`src/rtl/keypad_scan.sv`:
```
// -----------------------------------------------------------------------------
// keypad_scan
//
// Scanner for a 4x4 active-low matrix keypad. One row at a time is driven low,
// the columns are sampled once per scan tick, and a press is accepted only
// after a run of consistent samples. Each accepted press produces one key code
// on a valid/ready interface. key_code uses the same 5-bit code the 7-segment
// display consumes, so a key can be shown directly.
//
// Parameters
//   SCAN_DIV        clock cycles per scan tick (>= 4)
//   DEBOUNCE_SCANS  consecutive equal tick samples that confirm press/release (>= 1)
//
// Ports
//   clk        in   single clock, rising edge
//   rst        in   asynchronous active-high reset
//   col_in     in   [3:0] keypad columns, pulled up, asynchronous to clk
//   row_out    out  [3:0] row drive, exactly one bit low, registered
//   key_code   out  [4:0] {1'b0, row, col} of the last accepted key
//   key_valid  out  a key code is pending
//   key_ready  in   consumer accepts when key_valid & key_ready
//   key_held   out  a confirmed key is still down
//   overrun    out  one-cycle pulse when a pending code was overwritten
// -----------------------------------------------------------------------------
module keypad_scan #(
  parameter int SCAN_DIV       = 50000,
  parameter int DEBOUNCE_SCANS = 4
) (
  input  logic       clk,
  input  logic       rst,
  input  logic [3:0] col_in,
  output logic [3:0] row_out,
  output logic [4:0] key_code,
  output logic       key_valid,
  input  logic       key_ready,
  output logic       key_held,
  output logic       overrun
);

  localparam int DIV_W = (SCAN_DIV > 1) ? $clog2(SCAN_DIV) : 1;
  localparam int CNT_W = $clog2(DEBOUNCE_SCANS + 1);

  localparam logic [DIV_W-1:0] DIV_LAST = DIV_W'(SCAN_DIV - 1);
  localparam logic [CNT_W-1:0] CNT_MAX  = CNT_W'(DEBOUNCE_SCANS);
  localparam logic [CNT_W-1:0] CNT_ONE  = CNT_W'(1);

  typedef enum logic [1:0] {
    ST_SCAN     = 2'd0,
    ST_DEBOUNCE = 2'd1,
    ST_PRESSED  = 2'd2
  } state_t;

  typedef struct packed {
    logic [1:0] row;
    logic [1:0] col;
  } cand_t;

  // ---------------------------------------------------------------------------
  // Column synchronizer. Flops reset to all-ones so nothing looks pressed.
  // ---------------------------------------------------------------------------
  logic [3:0] sync1_q;
  logic [3:0] sync2_q;
  logic [3:0] col_s;

  // NOTE: every clocked process uses non-blocking assignments so all flops
  // update from the same pre-edge values, independent of statement order.
  always_ff @(posedge clk or posedge rst) begin
    if (rst) begin
      sync1_q <= 4'hF;
      sync2_q <= 4'hF;
    end else begin
      sync1_q <= col_in;
      sync2_q <= sync1_q;
    end
  end

  assign col_s = sync2_q;

  // ---------------------------------------------------------------------------
  // Scan tick divider
  // ---------------------------------------------------------------------------
  logic [DIV_W-1:0] div_cnt_q;
  logic             tick;

  assign tick = (div_cnt_q == DIV_LAST);

  always_ff @(posedge clk or posedge rst) begin
    if (rst) begin
      div_cnt_q <= '0;
    end else if (tick) begin
      div_cnt_q <= '0;
    end else begin
      div_cnt_q <= div_cnt_q + DIV_W'(1);
    end
  end

  // ---------------------------------------------------------------------------
  // Lowest-index low column; higher low columns are ignored.
  // ---------------------------------------------------------------------------
  logic       any_low;
  logic [1:0] low_col;

  always_comb begin
    any_low = ~&col_s;
    low_col = 2'd0;
    for (int i = 3; i >= 0; i--) begin
      if (!col_s[i]) low_col = 2'(i);
    end
  end

  // ---------------------------------------------------------------------------
  // Scan / debounce FSM
  // ---------------------------------------------------------------------------
  state_t           state_q, state_d;
  logic [1:0]       row_q, row_d;
  cand_t            cand_q, cand_d;
  logic [CNT_W-1:0] deb_cnt_q, deb_cnt_d;
  logic [CNT_W-1:0] rel_cnt_q, rel_cnt_d;
  logic [3:0]       row_out_q;
  logic             emit;
  cand_t            emit_code;
  logic             cand_col_low;

  assign cand_col_low = ~col_s[cand_q.col];

  // NOTE: every output of this block is given a default before any branch,
  // so no path leaves a signal unassigned and no latch is inferred.
  always_comb begin
    state_d   = state_q;
    row_d     = row_q;
    cand_d    = cand_q;
    deb_cnt_d = deb_cnt_q;
    rel_cnt_d = rel_cnt_q;
    emit      = 1'b0;
    emit_code = cand_q;

    if (tick) begin
      unique case (state_q)
        ST_SCAN: begin
          if (any_low) begin
            // Freeze the row on the driven key; the row index stays put.
            cand_d    = '{row: row_q, col: low_col};
            deb_cnt_d = CNT_ONE;
            if (CNT_ONE == CNT_MAX) begin
              state_d   = ST_PRESSED;
              rel_cnt_d = '0;
              emit      = 1'b1;
              emit_code = '{row: row_q, col: low_col};
            end else begin
              state_d = ST_DEBOUNCE;
            end
          end else begin
            row_d = row_q + 2'd1;
          end
        end

        ST_DEBOUNCE: begin
          if (cand_col_low) begin
            deb_cnt_d = deb_cnt_q + CNT_ONE;
            if (deb_cnt_q + CNT_ONE == CNT_MAX) begin
              state_d   = ST_PRESSED;
              rel_cnt_d = '0;
              emit      = 1'b1;
            end
          end else begin
            // Bounce: give up and resume scanning from the next row.
            state_d = ST_SCAN;
            row_d   = row_q + 2'd1;
          end
        end

        ST_PRESSED: begin
          if (!cand_col_low) begin
            rel_cnt_d = rel_cnt_q + CNT_ONE;
            if (rel_cnt_q + CNT_ONE == CNT_MAX) begin
              state_d   = ST_SCAN;
              rel_cnt_d = '0;
            end
          end else begin
            rel_cnt_d = '0;
          end
        end

        default: state_d = ST_SCAN;
      endcase
    end
  end

  always_ff @(posedge clk or posedge rst) begin
    if (rst) begin
      state_q   <= ST_SCAN;
      row_q     <= 2'd0;
      cand_q    <= '0;
      deb_cnt_q <= '0;
      rel_cnt_q <= '0;
      row_out_q <= 4'b1110;
    end else begin
      state_q   <= state_d;
      row_q     <= row_d;
      cand_q    <= cand_d;
      deb_cnt_q <= deb_cnt_d;
      rel_cnt_q <= rel_cnt_d;
      row_out_q <= ~(4'b0001 << row_d);
    end
  end

  // ---------------------------------------------------------------------------
  // Output handshake. An emit always wins over a transfer in the same cycle,
  // so a new code is never dropped; overrun flags a pending code being lost.
  // ---------------------------------------------------------------------------
  logic [4:0] key_code_q;
  logic       key_valid_q;
  logic       overrun_q;

  always_ff @(posedge clk or posedge rst) begin
    if (rst) begin
      key_code_q  <= 5'd0;
      key_valid_q <= 1'b0;
      overrun_q   <= 1'b0;
    end else begin
      overrun_q <= 1'b0;
      if (emit) begin
        key_code_q  <= {1'b0, emit_code};
        key_valid_q <= 1'b1;
        overrun_q   <= key_valid_q & ~key_ready;
      end else if (key_valid_q && key_ready) begin
        key_valid_q <= 1'b0;
      end
    end
  end

  assign row_out   = row_out_q;
  assign key_code  = key_code_q;
  assign key_valid = key_valid_q;
  assign key_held  = (state_q == ST_PRESSED);
  assign overrun   = overrun_q;

endmodule

```
`config.mk`:
```
export PLATFORM = sky130hd
export DESIGN_NAME = keypad_scan
export DESIGN_NICKNAME = d
export VERILOG_FILES = /design/src/rtl/keypad_scan.sv
export SDC_FILE = /design/constraint.sdc
export NUM_CORES = 1
export LEC_CHECK = 0
export ABC_CLOCK_PERIOD_IN_PS = 5800
export CAP_MARGIN = 20
export CELL_PAD_IN_SITES_DETAIL_PLACEMENT = 0
export CELL_PAD_IN_SITES_GLOBAL_PLACEMENT = 2
export CORE_UTILIZATION = 23
export CTS_CLUSTER_DIAMETER = 80
export DETAILED_ROUTE_END_ITERATION = 7
export GPL_ROUTABILITY_DRIVEN = 0
export PLACE_DENSITY = 0.58
export SKIP_LAST_GASP = 1
export SYNTH_ARGS = -nofsm -noshare
export SYNTH_HDL_FRONTEND = slang
export SYNTH_SLANG_ARGS = --single-unit
```
`constraint.sdc`:
```
create_clock -name clk -period 5.8 [get_ports clk]
set_clock_uncertainty 0.15 [all_clocks]
set_input_delay 0.58 -clock clk [delete_from_list [all_inputs] [get_ports clk]]
set_output_delay 0.58 -clock clk [all_outputs]
set_load 0.03 [all_outputs]
```
# [Word-level counts from Yosys, hierarchy flattened]
# Index checks and enable logic that the tools add are counted.
# Widths: inputs -> output; s select.
[op_classes] n_addsub=4 order_cmp=1 eq_ne=11 n_shift=1 n_mux=32 bitwise=4 reduce_logical=10
[op_table] operator="$mux 2" count=12
[op_table] operator="$mux 3" count=6
[op_table] operator="$add 16x1->16 const B" count=1
[op_table] operator="$eq 16x16->1 const B" count=1
[op_table] operator="$mux 16" count=1
[op_table] operator="$pmux 3 s2" count=2
[op_table] operator="$reduce_and 4->1" count=3
[op_table] operator="$mux 1" count=8
[op_table] operator="$add 3x1->3 const B" count=2
[op_table] operator="$eq 3x3->1 const B" count=2
[op_table] operator="$ne 2x2->1 const B" count=3
[op_table] operator="$pmux 2 s3" count=1
[op_table] operator="$reduce_bool 2->1" count=3
[op_table] operator="$reduce_and 5->1" count=1
[op_table] operator="$ne 2x1->1 const B" count=2
[op_table] operator="$not 4->4" count=1
[op_table] operator="$pmux 2 s2" count=1
[op_table] operator="$shl 1x2->4 const A" count=1
[op_table] operator="$lt 2x3->1 const B" count=1
[op_table] operator="$ne 3x3->1 const B" count=1
[op_table] operator="$reduce_and 3->1" count=1
[op_table] operator="$add 2x1->2 const B" count=1
[op_table] operator="$bmux 1 s2" count=1
[op_table] operator="$eq 2x1->1 const B" count=1
[op_table] operator="other kinds (5)" count=6
[totals] register_bits=48 in_bits=7 out_inout_bits=12 word_cells=76

# [Longest topological paths before layout]
# Gate-level depths: netlist (run 1).
[depth] ltp_word=7 depth_mapped=6 mapped_depth_nobuf=5

# [Worst setup path after synthesis (run 1)]
# OpenSTA, ideal clock, no wires.
[synth_timing] path_kind="register -> register" start="reg cand_q[0] (netlist name)" end="reg key_code_q[0] (netlist: key_code[0])" setup_time_ns=0.125 t_arrival_ns=2.022 t_required_ns=5.525 setup_slack_ns=3.504 stages_incl_launch_ff=5 n_path_buf=0 period_less_slack_ns=2.296 cell_sequence="dfrtp_1 > mux4_2 > or4_4 > nor3_4 > mux2_2"
[synth_via] elab_chain_len=5
[synth_rtl] element="from (decl)" line_no="116" rtl="cand_t cand_q, cand_d;"
[synth_rtl] element="from (signal assigned)" line_no="200" rtl="cand_q <= cand_d;"
[synth_rtl] element="$bmux 1 s2" line_no="124" rtl="assign cand_col_low = ~col_s[cand_q.col];"
[synth_rtl] element="$mux 1 (implied by the code)" line_no="124"
[synth_rtl] element="$mux 1" line_no="158" rtl="if (cand_col_low) begin"
[synth_rtl] element="$mux 1" line_no="138" rtl="unique case (state_q)"
[synth_rtl] element="$mux 1" line_no="137" rtl="if (tick) begin"
[synth_rtl] element="to (signal assigned)" line_no="223" rtl="key_code_q <= {1'b0, emit_code};"
[synth_rtl] element="to (decl)" line_no="211" rtl="logic [4:0] key_code_q;"
# Several ways; a longest one is shown, not always the timed one. The select of a mux whose other input is x is not followed.
# A chain may end at the register's enable or synchronous reset.

# [Final worst setup path (run 1)]
[layout_timing] start="reg state_q[1]" end="out key_held"
[layout_via] elab_chain_len=1
[layout_rtl] element="from (decl)" line_no="114" rtl="state_t state_q, state_d;"
[layout_rtl] element="from (signal assigned)" line_no="198" rtl="state_q <= state_d;"
[layout_rtl] element="$eq 2x2->1" line_no="235" rtl="assign key_held = (state_q == ST_PRESSED);"
[layout_rtl] element="to (decl)" line_no="36" rtl="output logic key_held,"
# No other way between the ends.

==> metrics.yaml, run 1 <==
fp-row-count: 35
cp_max_fo: 12
finalInstanceArea_sq_um: 2660
start_util_pct: 23.9
ys_types: 44
synth_edf_count: 0
worstPathArrival_ps: 1900
wl_um: 4200
post_cts_resized: 0
post_cts_buffers: 0
fin_ws_ps: 3170
synth_fp_nets: 202
grt_overflow: 0
use_met3_pct: 2.44
drive_gt1_share_pct: 18.6
r2r-end: "cand_q[2]"
worst-setup-path-type: "reg2out"
top_usage_layer: "met2"
vias: 1456
p_per_area_nw_per_um2: 231
min_to: "col_s[0]"
gr-usage-met2_pct: 14.1
worst_setup_path_end_kind: "output port"
rrSetupSlack_ps: 3280
holdPathStages: 0
fmax_mhz: 380
clk_latency_ps: 300
post-route-util_pct: 28.7
die_area_sq_um: 10000
die_w_um: 100
pwr-share-clk_pct: 41.9
die_y_um: 100
setup_viol: 0
fin_setup_tns_ps: 0
htreeDepth: 2
cts_buffer_depth: 2
ys.flop_type: "dfrtp_1"
period_needed_ps: 2630
vdd_drop_max_uv: 140
cts_root_buffer: "clkbuf_8"
ys_ff_latch: 48
leakage_nw: 1.14
clk_pin_slew_ps: 90
grt_pass1_vias: 1485
fin_crit_sh_pct: 45.4
numCtsBuffers: 5
r2r-start: "div_cnt_q[0]"
p_int_mw: 0.487
use_met1_pct: 13.9
drc: 0
ctsHoldBuffers: 0
cts_tree: "done"
wl_per_cell_um: 12.4
slew_headroom_pct: 46.0
antenna_found_initial: 0
grt_max_degree: 49
slew_viol_final: 0
pwr-share-seq_pct: 55.5
drt_iter0_drc: 76
finalHoldViolCount: 0
pin_count: 19
power.switching_mw: 0.128
critPathLaunchType: "flop"
area_growth_pct: 20.0
crit_required_ps: 5070
worstHoldStart: "sync1_q[0]"
synth_sequential_area_ratio_pct: 54.7
power_frac_comb_pct: 2.6
synth_area_sq_um: 2220
dp_hpwl_um: 2990
tightest_slew_ps: 803
outcome: "complete, no violations"
n_antenna_cell: 0
gr-usage-all-layers_pct: 9.70
avgSynthCellArea_sq_um: 11.7
ant_nets: 0
grt_pass1_wl_um: 7580
holdCritPathClass: "reg2reg"
async_reset_ff_share_pct: 100
dr.pass1.iters: 6
drv_cap: 0
clock-sinks: 48
io_buffers: 17
finalNetCount: 222
vias_per_cell: 4.29
p_sw_share_pct: 20.8
synth_cells: 189
rsz0062_at_grt: "no"
ys_warn_count: 0
core-area_sq_um: 9280
dp_slack_ps: 3250
r2r_cells: 5
postPlaceCellArea_sq_um: 2520
==> cell type report <==
cell class,instances,area (sq um)
fillers,1003,6620
clock inverters,2,38.8
clock buffers,6,82.6
flip-flops and latches,48,1210
multi-input cells,129,948
inverters,7,26.3
repair buffers,18,190
well taps,129,161
==> cells by family after synthesis <==
kind of cell / count (synthesis) / synth area share, %
AO/OA/AOI/OAI: 15 / 4.62
XOR/XNOR: 16 / 6.31
adder cells (fa/ha/maj): 6 / 3.38
buffers and inverters: 12 / 2.54
flip-flops: 48 / 54.7
multiplexers: 16 / 8.34
other: 1 / 0.169
AND/OR/NAND/NOR: 75 / 19.9
==> flip-flops by register name (all words and copies together), names as in the netlist <==
signal and cells:
cand_q 4, row_out 4, deb_cnt_q 3, rel_cnt_q 3, row_q 2, overrun 1
sync1_q 4, state_q 2, key_code 4, col_s 4, div_cnt_q 16, key_valid 1
==> critical path: stages (launching register included) <==
cell and delay [ps]:
dfrtp_1 590, nor2b_1 290, clkdlybuf4s50_1 730
==> worst max path at each step <==
stage | slack [ps] | start | depth (start not counted) | to
6_report | 3170 | state_q[1] | 2 | key_held
5_1_grt | 2980 | div_cnt_q[0] | 5 | row_out[0]
4_1_cts | 3100 | state_q[1] | 2 | key_held
3_5_place_dp | 3250 | div_cnt_q[0] | 5 | cand_q[3]
3_3_place_gp | 3260 | cand_q[0] | 4 | key_code[0]
2_1_floorplan | 3500 | cand_q[0] | 4 | key_code[0]
==> metal layers <==
layer / vias to the layer above / routed length, um
li1: 706 / -
met1: 721 / 2190
met2: 25 / 1820
met3: 4 / 131
met4: 0 / 64
met5: - / 0
==> layout by cell type (no fill, tap or decap), types with 2 or more instances in the layout <==
master           synthesis  layout
dfrtp_1                 37      37
clkdlybuf4s50_1          0      17
nor2_1                  14      14
dfstp_2                 11      11
nand3_1                 10      10
mux2_2                  10      10
nand2_1                  9       9
xnor2_1                  8       8
xor2_1                   8       8
nor2b_1                  7       7
inv_1                    7       6
nand4_1                  6       6
ha_1                     6       6
clkbuf_8                 0       6
nor3_1                   5       5
mux2i_1                  5       5
and3_1                   4       4
a21oi_1                  4       4
or4_4                    3       3
or3_1                    2       2
and4_1                   2       2
o21ai_0                  2       2
nor4_1                   2       2
nand2b_1                 2       2
nand3b_1                 2       2
==> cells in the mapped netlist (2+ instances only) <==
| master | number | area [sq um] |
|---|---|---|
| a21oi_1 | 4 | 20.0 |
| ha_1 | 6 | 75.1 |
| nor3_1 | 5 | 25.0 |
| nor2b_1 | 7 | 43.8 |
| mux2_2 | 10 | 113 |
| clkbuf_1 | 3 | 11.3 |
| or4_4 | 3 | 33.8 |
| nand3_1 | 10 | 50.1 |
| and4_1 | 2 | 17.5 |
| o21ai_0 | 2 | 10.0 |
| xor2_1 | 8 | 70.1 |
| or3_1 | 2 | 12.5 |
| dfstp_2 | 11 | 289 |
| nand2b_1 | 2 | 12.5 |
| nor2_1 | 14 | 52.6 |
| nand2_1 | 9 | 33.8 |
| mux2i_1 | 5 | 50.1 |
| and3_1 | 4 | 25.0 |
| nand3b_1 | 2 | 15.0 |
| nor4_1 | 2 | 12.5 |
| nand4_1 | 6 | 37.5 |
| inv_1 | 7 | 26.3 |
| xnor2_1 | 8 | 70.1 |
| dfrtp_1 | 37 | 926 |
==> power groups by stage <==
stage	combinational (mW)	clock (mW)	sequential, mW
6_report	0.0157	0.258	0.341
5_1_grt	0.0184	0.283	0.342
4_1_cts	0.0149	0.268	0.341
3_5_place_dp	0.0150	0	0.347
3_3_place_gp	0.0150	0	0.347
2_1_floorplan	0.00850	0	0.347
==> stage by stage <==
step | hold WS (ps) | instances | total power [mW]
final | 199 | 339 | 0.615
after global placement | 196 | 330 | 0.362
after global routing | 214 | 339 | 0.643
after CTS | 204 | 338 | 0.624
after detailed placement | 197 | 330 | 0.362
after floorplan | 195 | 189 | 0.355
Power figures use the tool's default switching activity.
==> run 2, diff against run 1 <==
ABC_CLOCK_PERIOD_IN_PS = 2140   (was 5800)
PLACE_DENSITY = 0.6   (was 0.58)
clock period = 2.14 ns   (was 5.8 ns; I/O delays follow)
==> metrics.yaml, run 2 (same netlist as run 1, synthesis figures left out) <==
vias_per_cell: 4.07
die_area_sq_um: 10000
drive_gt1_share_pct: 37.5
fp-row-count: 35
drc: 0
dr.pass1.iters: 5
outcome: "finished with violations"
postPlaceCellArea_sq_um: 2870
ant_nets: 0
pwr-share-seq_pct: 54.6
pwr-share-clk_pct: 42.3
htreeDepth: 2
wl_per_cell_um: 12.5
die_w_um: 100
clk_pin_slew_ps: 90
clk_latency_ps: 300
holdCritPathClass: "in2async"
crit_path_start: "cand_q[0]"
grt_max_degree: 25
worst_setup_path_end_kind: "flop"
cts_root_buffer: "clkbuf_8"
setup_viol: 5
finalHoldViolCount: 0
worstPathArrival_ps: 2260
period_needed_ps: 2230
clock-sinks: 48
pin_count: 19
drv_cap: 0
finalPower_mw: 1.69
p_int_mw: 1.36
r2r_cells: 5
finalInstanceArea_sq_um: 3110
core-area_sq_um: 9280
gr-usage-all-layers_pct: 10.5
p_sw_share_pct: 19.8
start_util_pct: 23.9
worst-setup-path-type: "reg2reg"
grt_pass1_wl_um: 8120
antenna_found_initial: 0
grt_overflow: 0
leakage_nw: 1.40
vias: 1581
area_growth_pct: 40.3
die_y_um: 100
rsz0062_at_grt: "yes"
cts_tree: "done"
whs_ps: 55.1
largest-register: "div_cnt_q"
r2r-start: "cand_q[0]"
ctsHoldBuffers: 0
wl_um: 4860
n_antenna_cell: 0
critPathLaunchType: "flop"
finalNetCount: 271
cp_max_fo: 3
grt_pass1_vias: 1666
drt_iter0_drc: 35
dp_hpwl_um: 3580
cts_buffer_depth: 2
io_buffers: 17
crit_required_ps: 2170
p_per_area_nw_per_um2: 543
power_frac_comb_pct: 3.1
final_common_cell: "buf_4"
fin_ws_ps: -90.4
mostFrequentLayoutCells: "buf_4 (47), dfrtp_1 (37), clkdlybuf4s50_1 (16)"
largest_reg_flops: 16
numCtsBuffers: 5
slew_viol_final: 0
fmax_mhz: 448
dp_slack_ps: -163
vdd_drop_max_uv: 346
power.switching_mw: 0.336
fin_crit_sh_pct: 104
violations: "negative setup slack"
==> run 2: changes by cell type in the layout (fill, tap and decap cells not counted), moves of 2 or more <==
cell / before / now
nor3_1: 5 / 2
mux2_2: 10 / 6
buf_4: 0 / 47
buf_6: 0 / 2
mux2_4: 0 / 4
nor3_2: 1 / 4
==> run 2: metal layers <==
metal  track usage [%]  vias up  share of wire, %  routed length, um
met1              14.0      751                50               2450
met2              17.4       22                46               2230
met4              2.68        0               1.1                 53
met5                 0        -                 0                  0
li1                  -      804                 -                  -
met3              2.30        4               2.6                126
==> run 2: timing repair <==
action | CTS | global route
setup endpoints to repair | 16 | 20
endpoints found under the hold margin | 0 | 0
gates resized for setup | 11 | 7
buffers inserted | 3 | 2
pin swaps | 1 | 5
==> run 2: path summary, 6_finish.rpt <==
kind / slack [ps] / end
max: -90 / key_code[2]
min: 60 / div_cnt_q[1]
max reg2reg: -90 / key_code[2]
min reg2reg: 210 / col_s[0]
max in group asynchronous: 1260 / col_s[1]
min in group clk: 170 / sync1_q[2]
==> run 2: critical path: stages, from the launching register on <==
cell and delay (ps):
dfrtp_1 370, mux4_2 510, or4_4 450, nor3_4 170, buf_6 140, mux2_2 320
==> run 2: power groups by stage <==
| stage | logic [mW] | registers, mW | clock network, mW |
|---|---|---|---|
| 2_1_floorplan | 0.0230 | 0.940 | 0 |
| 3_3_place_gp | 0.0533 | 0.941 | 0 |
| 3_5_place_dp | 0.0536 | 0.941 | 0 |
| 4_1_cts | 0.0544 | 0.924 | 0.751 |
| 5_1_grt | 0.0593 | 0.925 | 0.781 |
| 6_report | 0.0521 | 0.924 | 0.717 |
==> run 2: area by class of cell <==
type                            instances  area, sq um
Fill cell                             977         6170
Sequential cell                        48         1210
Multi-Input combinational cell        129         1020
Timing Repair Buffer                   67          564
Tap cell                              129          161
Clock buffer                            7         96.3
Clock inverter                          1         30.0
Inverter                                7         26.3
==> run 2: through the flow <==
stage               util, %  setup TNS [ps]  std cells
floorplan                 -            -603        189
global placement       30.9            -717        375
detailed placement     30.9           -1040        375
CTS                    33.0            -262        386
global route           33.5            -929        388
finish                 33.5            -308        388
